## src/rtl/io_pkg.sv

```systemverilog
// Shared FSM state encoding and constants for the processor I/O controller.
package io_pkg;

   typedef enum logic [1:0] {
      IDLE         = 2'd0,
      WAIT_PRESS   = 2'd1,
      WAIT_RELEASE = 2'd2,
      DONE         = 2'd3
   } io_state_t;

   localparam int DEB_CNT_DEFAULT = 50000;

   function automatic int clog2(input int value);
      int res;
      int rem;
      res = 0;
      rem = value - 1;
      while (rem > 0) begin
         res = res + 1;
         rem = rem >> 1;
      end
      return res;
   endfunction

endpackage

```

## src/rtl/btn_debounce.sv

```systemverilog
// Two-flop synchroniser plus stable-count debouncer for the operator confirm button.
module btn_debounce
   import io_pkg::*;
#(
   parameter int DEB_CNT = DEB_CNT_DEFAULT
) (
   input  logic Clock,
   input  logic Reset,
   input  logic raw,
   output logic level,
   output logic rise,
   output logic fall
);

   localparam int CW = (clog2(DEB_CNT) < 1) ? 1 : clog2(DEB_CNT);
   localparam logic [CW-1:0] CNT_MAX = CW'(DEB_CNT - 1);

   logic [1:0]    sync;
   logic [CW-1:0] cnt;

   // Edges are registered alongside the level toggle so they line up with the new level.
   always_ff @(posedge Clock) begin
      if (!Reset) begin
         sync  <= '0;
         cnt   <= '0;
         level <= 1'b0;
         rise  <= 1'b0;
         fall  <= 1'b0;
      end else begin
         sync <= {sync[0], raw};
         rise <= 1'b0;
         fall <= 1'b0;
         if (sync[1] == level) begin
            cnt <= '0;
         end else if (cnt == CNT_MAX) begin
            level <= ~level;
            rise  <= ~level;
            fall  <= level;
            cnt   <= '0;
         end else begin
            cnt <= cnt + 1'b1;
         end
      end
   end

endmodule

```

## src/rtl/io_controller.sv

```systemverilog
// CPU I/O block: operator-confirmed input capture with CPU stall, and an
// addressable bank of output registers with per-channel write strobes.
module io_controller
   import io_pkg::*;
#(
   parameter int DATA_W  = 32,
   parameter int SW_W    = 13,
   parameter int NUM_OUT = 2,
   parameter int ADDR_W  = 32,
   parameter int DEB_CNT = DEB_CNT_DEFAULT
) (
   input  logic                      Clock,
   input  logic                      Reset,
   input  logic                      InReq,
   input  logic                      OutReq,
   input  logic [ADDR_W-1:0]         Addr,
   input  logic [DATA_W-1:0]         WrData,
   input  logic [SW_W-1:0]           Switches,
   input  logic                      SetBtn,
   output logic [DATA_W-1:0]         RdData,
   output logic                      InValid,
   output logic                      Stall,
   output logic                      WaitLed,
   output logic [NUM_OUT*DATA_W-1:0] OutData,
   output logic [NUM_OUT-1:0]        OutStrobe
);

   localparam int SEL_W = (clog2(NUM_OUT) < 1) ? 1 : clog2(NUM_OUT);
   localparam logic [ADDR_W-1:0] NUM_OUT_A = ADDR_W'(NUM_OUT);

   io_state_t   state, state_n;
   logic [SW_W-1:0]   sw_s1, sw_s2;
   logic [DATA_W-1:0] sw_ext;
   logic        btn_level, btn_rise, btn_fall, press, capture;

   btn_debounce #(.DEB_CNT(DEB_CNT)) u_btn (
      .Clock (Clock),
      .Reset (Reset),
      .raw   (SetBtn),
      .level (btn_level),
      .rise  (btn_rise),
      .fall  (btn_fall)
   );

   assign press   = btn_rise & btn_level;
   assign Stall   = InReq && (state != DONE);
   assign capture = (state == WAIT_PRESS) && InReq && press;

   always_comb begin
      sw_ext = '0;
      sw_ext[SW_W-1:0] = sw_s2;
   end

   // Dropping InReq mid-wait wins over any button edge in the same cycle.
   always_comb begin
      state_n = state;
      case (state)
         IDLE:         if (InReq) state_n = WAIT_PRESS;
         WAIT_PRESS:   if (!InReq) state_n = IDLE; else if (press) state_n = WAIT_RELEASE;
         WAIT_RELEASE: if (!InReq) state_n = IDLE; else if (btn_fall) state_n = DONE;
         DONE:         state_n = IDLE;
         default:      state_n = IDLE;
      endcase
   end

   always_ff @(posedge Clock) begin
      if (!Reset) begin
         state   <= IDLE;
         sw_s1   <= '0;
         sw_s2   <= '0;
         RdData  <= '0;
         InValid <= 1'b0;
         WaitLed <= 1'b0;
      end else begin
         state   <= state_n;
         sw_s1   <= Switches;
         sw_s2   <= sw_s1;
         InValid <= (state_n == DONE);
         WaitLed <= (state_n == WAIT_PRESS) || (state_n == WAIT_RELEASE);
         if (capture) RdData <= sw_ext;
      end
   end

   logic                           wr_en;
   logic [NUM_OUT-1:0]             hit;
   logic [NUM_OUT-1:0][DATA_W-1:0] out_regs;

   assign wr_en = OutReq && !Stall && (Addr < NUM_OUT_A);

   always_comb begin
      hit = '0;
      for (int k = 0; k < NUM_OUT; k++)
         hit[k] = wr_en && (Addr[SEL_W-1:0] == SEL_W'(k));
   end

   always_ff @(posedge Clock) begin
      if (!Reset) begin
         out_regs  <= '0;
         OutStrobe <= '0;
      end else begin
         OutStrobe <= hit;
         for (int k = 0; k < NUM_OUT; k++)
            if (hit[k]) out_regs[k] <= WrData;
      end
   end

   assign OutData = out_regs;

endmodule

```

## config.mk

```make
export PLATFORM = sky130hd
export DESIGN_NAME = io_controller
export DESIGN_NICKNAME = d
export VERILOG_FILES = /design/src/rtl/io_pkg.sv /design/src/rtl/btn_debounce.sv /design/src/rtl/io_controller.sv
export SDC_FILE = /design/constraint.sdc
export NUM_CORES = 1
export LEC_CHECK = 0
export BUFFER_PORTS_ARGS = -buffer_cell sky130_fd_sc_hd__buf_2
export CORE_ASPECT_RATIO = 1.75
export CORE_MARGIN = 2
export CORE_UTILIZATION = 53
export DETAILED_ROUTE_END_ITERATION = 16
export MAX_ROUTING_LAYER = met4
export PLACE_DENSITY = 0.87
export SLEW_MARGIN = 10
export SYNTH_ARGS = -nofsm -noshare
export SYNTH_HDL_FRONTEND = slang
export SYNTH_SLANG_ARGS = --single-unit
```

## constraint.sdc

```tcl
create_clock -name Clock -period 3.8 [get_ports Clock]
set_input_delay 0.57 -clock Clock [delete_from_list [all_inputs] [get_ports Clock]]
set_output_delay 0.57 -clock Clock [all_outputs]
set_load 0.02 [all_outputs]
```

* After elaboration in Yosys (flattened, before gate mapping)
Cells that the tools add are included.
** Cells by class
- Add/subtract/negate cells :: 1
- $mul :: 0
- Div/mod/pow operators :: 0
- Order comparisons :: 1
- Eq/ne operators :: 9
- Shifts and indexed selects :: 0
- Mux-type cells :: 6
- Bitwise operators :: 6
- Reduce and logical (&&, ||, !) cells :: 13
** Operators with widths (count)
- $lt A32 B2 Y1 const B :: 1
- $add A16 B1 Y16 const B :: 1
- $eq A16 B16 Y1 const B :: 1
- $mux W2 :: 5
- $eq A2 B2 Y1 const B :: 4
- $pmux W2 S4 :: 1
- $logic_and A1 B1 Y1 :: 7
- $reduce_or A3 Y1 :: 2
- $not A1 Y1 :: 5
- $eq A2 B1 Y1 const B :: 2
- $logic_not A2 Y1 :: 1
- $ne A2 B2 Y1 const B :: 1
- $reduce_and A2 Y1 :: 1
- $and A1 B1 Y1 :: 1
- $eq A1 B1 Y1 :: 1
- $logic_not A1 Y1 :: 1
- $logic_or A1 B1 Y1 :: 1
** Storage, ports and cells
- Register bits :: 130
- Latch bits :: 0
- Memory bits (writable) :: 0
- Memory bits (read-only) :: 0
- Input port bits :: 82
- Output and inout bits :: 101
- Logic and storage cells :: 50
- Memories :: 0

* Longest topological paths before layout
- Word-level depth :: 6
- Depth in mapped cells :: 7
- Mapped depth without buffers :: 5

* By module
Synthesis repeated with hierarchy kept, for this count alone.
** Unflattened totals
- Cells, all modules :: 490
- Area, all modules :: 5143.7 µm²
** By module, submodules not included
- io_controller :: times used 1, cells each 397, area an instance 4220.3 µm², seq. area each 2182.1 µm²
- btn_debounce :: times used 1, cells each 93, area an instance 923.4 µm², seq. area each 420.4 µm²

* Worst setup path after synthesis
Ideal clock, no wire load.
- Kind :: input to register
- Start point :: input Addr[29]
- End point :: register out_regs, in the netlist OutData[0]
- Library setup time :: 0.072 ns
- Arrival :: 1.907 ns
- Data required time :: 3.728 ns
- Slack :: 1.821 ns
- Stages on the path :: 5
- Path buffers :: 1
- Cell sequence :: nor4_1 -> nand2_4 -> nor4_4 -> buf_6 -> mux2i_1
** On the way
- Longest elaborated chain between the ends :: 3
** RTL lines
- start, declared :: RTL line io_controller.sv:16 : input logic [ADDR_W-1:0] Addr,
- $lt A32 B2 Y1 :: RTL line io_controller.sv:88 : assign wr_en = OutReq && !Stall && (Addr < NUM_OUT_A);
- $logic_and A1 B1 Y1 :: RTL line io_controller.sv:88
- $logic_and A1 B1 Y1 :: RTL line io_controller.sv:93 : hit[k] = wr_en && (Addr[SEL_W-1:0] == SEL_W'(k));
- end signal, assigned by index :: RTL line io_controller.sv:103 : if (hit[k]) out_regs[k] <= WrData;
- end, declared :: RTL line io_controller.sv:86 : logic [NUM_OUT-1:0][DATA_W-1:0] out_regs;
No other way between the ends.
A chain may end at the register's enable or synchronous reset.

* Worst setup path after layout
Same ends and word-level chain as after synthesis.

==> summary.md <==
| Metric | Value |
|---|---|
| Status | completed |
| Nets | around 730 |
| Routability cong. | about 0.74 |
| Post-synth top area share | 51.9% |
| All-Layer GR Usage | ~23% |
| Layout Area Growth over Synthesis | 26.9% |
| N_diodes | 0 |
| Syn Area/Cell | ~10 sq um |
| Vias in the first global route | 3961 |
| Wire per inst | 14.8 um |
| Setup Skew | roughly 0.0072 ns |
| Switching Fraction | ~23% |
| Fillers | 698 |
| IO Port Bufs | approximately 160 |
| Gate Count Post-Synth | slightly below 500 |
| CTS root buffer | clkbuf_16 |
| Setup bufs post-CTS | 0 |
| Worst-Skew Late Latency | about 0.4 ns |
| R2r startpoint | u_btn.cnt[0] |
| Hold_sp | SetBtn |
| Reg2reg setup slack | between 1.5 and 2 ns |
| Pwr Density | just over 500 nW/um^2 |
| Category of the worst setup path launch point | input pin |
| Max-cap viol count | 0 |
| Final cell count without fillers | 780 |
| Max Buffers Root-to-Sink | 2 |
| Row count | 47 |
| Residual overflow from global routing | 0 |
| CP Class | input pin to flip-flop |
| Part of the power in the clock network | 52.9% |
| Clock transition at the registers of the reported paths | 0.06 ns |
| Setup violators final | 0 |
| Initial antenna violation count | 0 |
| Die Wd | about 78 um |
| Worst EP required | 4.13 ns |
| Worst EP arrival | 2.50 ns |
| Measured slew at the worst slew-check pin | around 0.7 ns |
| Clock sink total | 130 |
| Seq pwr share | between 40% and 50% |
| Post-route ant nets | 0 |
| Maximum VDD drop | between 0.3 and 0.4 mV |
| Post-CTS sizing | 0 |
| DP HPWL | slightly above 8000 um |
| Main area contributors after synthesis | dfxtp_1 52%, mux2i_1 16%, nand2_1 7.5% |
| Drt first pass iters | 4 |
| Io pins | roughly 180 |
| Synth Register Bits | between 100 and 150 |
| Worst r2r dst | u_btn.cnt[7] |
| RSZ-0062 raised after global routing | no |
| Hold endpoint | u_btn.sync[0] |
| Final Hold Vio Count | 0 |
| Largest net degree at the start of global routing | 84 |
| Final instance area | between 6000 and 7000 sq um |
| Post-synth EDFFs | 0 |
| Switching Power | 0.723 mW |
| Syn. warnings | 0 |
| CTS tree | done |
| Layout cell share with drive strength beyond 1 | between 30% and 40% |
| Initial Util | 53.6% |
| Share of synthesized registers carrying an async set or reset | 0% |
| Core area | 9350 sq um |
| Mapped cell area | about 5000 sq um |
| First-pass GRT wire length | about 19000 um |
| Worst setup EP type | flip-flop |
| H-Tree Depth | 4 |
| Die H | between 100 and 150 um |
| Setup_tns | 0 ns |
| Worst hold path depth | 2 |
| Cell count after placement | roughly 750 |
| Combinational power share | 3.9% |
| Slew headroom | between 50 and 60% |
| Minimum clock period | between 2 and 2.5 ns |
| HP Class | input pin to flip-flop |
| Leakage power figure | 2.80 nW |
| Reg2Reg Depth | 5 |
| Drt via density | about 4.9 |
| Register area share after synthesis | between 50 and 60% |
| DP Area | approximately 5700 sq um |
| Final period utilization | 57.0% |
| Ys flop type | dfxtp_1 |
| DRT iter0 DRCs | 111 |
| DRC viols | 0 |
| Vias | between 3000 and 4000 |
| Critical Path Fanout Max | 29 |
| Num CTS Buffers | 17 |
| Synth cell types | 41 |
| Hold-fix buffers, CTS | 0 |
| Max Slew Vio Count | 0 |
| Area leader, netlist | dfxtp_1 |
| Final wirelength | approximately 12000 um |
| Worst hold margin | around 0.37 ns |
| Fmax | 462 MHz |
| Internal | 2.48 mW |
| Die area | between 10000 and 15000 sq um |
-- metal layers --
metal / GRT usage [%] / share of wire [%] / vias to the layer above / wire length (um)
met3: 5.87 / 4.3 / 18 / 492
met5: - / 0 / - / 0
met4: 8.83 / 1.5 / 0 / 174
li1: - / - / 1886 / -
met1: 23.0 / 38 / 1788 / 4340
met2: 42.6 / 57 / 113 / 6520
-- stage by stage --
step | utilization (%) | power (mW) | setup WS, ns
floorplan | - | 1.50 | 1.82
global placement | 61.4 | 1.53 | 1.32
detailed placement | 61.4 | 1.53 | 1.22
CTS | 68.1 | 3.23 | 1.65
global route | 68.1 | 3.29 | 1.49
finish | 68.1 | 3.20 | 1.63
-- synth_stat cells, drive strengths merged (2+ instances only) --
cell type and instances:
or3 2, and4 5, ha 2, xor2 11, inv 4, dlymetal6s2s 2, buf 29, o21ai 2
dfxtp 130, nand4 6, xnor2 2, mux2i 78, nor4 10, and3 3, nor2 29, and2 32
clkbuf 14, nand3 9, nor3b 3, nand2 101, a21oi 2
-- flip-flops by register name, indices dropped and copies added, names as in the netlist --
name,cells
OutData,64
u_btn.cnt,16
RdData,13
sw_s1,13
sw_s2,13
OutStrobe,2
state,2
u_btn.sync,2
InValid,1
WaitLed,1
u_btn.fall,1
u_btn.level,1
u_btn.rise,1
-- power by group through the flow --
| stage | Sequential (mW) | Combinational (mW) | Clock, mW |
|---|---|---|---|
| finish | 1.38 | 0.124 | 1.69 |
| global route | 1.38 | 0.135 | 1.77 |
| detailed placement | 1.41 | 0.121 | 0 |
| CTS | 1.38 | 0.123 | 1.72 |
| global placement | 1.41 | 0.117 | 0 |
| floorplan | 1.41 | 0.0842 | 0 |
-- cell type report --
class / count / area [sq um] / share of cell area (%)
clock buffer: 17 / 425 / 6.68
clock inverter: 15 / 198 / 3.11
inverter: 4 / 15.0 / 0.236
multi-input combinational: 325 / 2120 / 33.4
sequential: 130 / 2600 / 40.9
tap: 122 / 153 / 2.40
timing repair buffer: 167 / 848 / 13.3
-- logic make-up after synthesis --
group                    synth area share [%]
AO/OA/AOI/OAI                            1.02
XOR/XNOR                                 2.27
adder cells (fa/ha/maj)                 0.499
buffers and inverters                    7.13
flip-flops                               51.9
multiplexers                             15.6
other                                  0.0748
AND/OR/NAND/NOR                          21.6
-- worst max path at each step --
stage              from  cells after the start           to
4_1_cts        Addr[29]                      6  OutData[25]
2_1_floorplan  Addr[29]                      5   OutData[0]
5_1_grt         Addr[6]                      6  OutData[25]
3_5_place_dp   Addr[29]                      6  OutData[31]
6_report       Addr[29]                      6   OutData[0]
3_3_place_gp    Addr[6]                      6  OutData[26]
-- cells in the final DEF (no fill, tap or decap), drive strengths merged --
cell type and n:
nor4bb 1, xnor2 2, nor3b 3, inv 10, or2 1, clkinvlp 2, a21bo 1, o21ai 2
clkbuf 17, conb 19, nor2b 1, and4 5, and3 3, nor4 10, bufinv 3, o21a 1
nand4 6, nor2 29, a21oi 2, nor4b 1, xor2 11, and2 32, and4b 1, clkinv 4
or3 2, buf 167, ha 2, nand2 101, o21bai 1, mux2i 78, nand3 9, dfxtp 130
a31oi 1
-- critical path, stage by stage --
cell and delay (ns):
buf_2 0.10, nor4_1 0.52, nand2_4 0.15, nor4_4 0.38
buf_4 0.50, mux2i_1 0.26
Note: power is estimated with default switching activity, not from simulation.
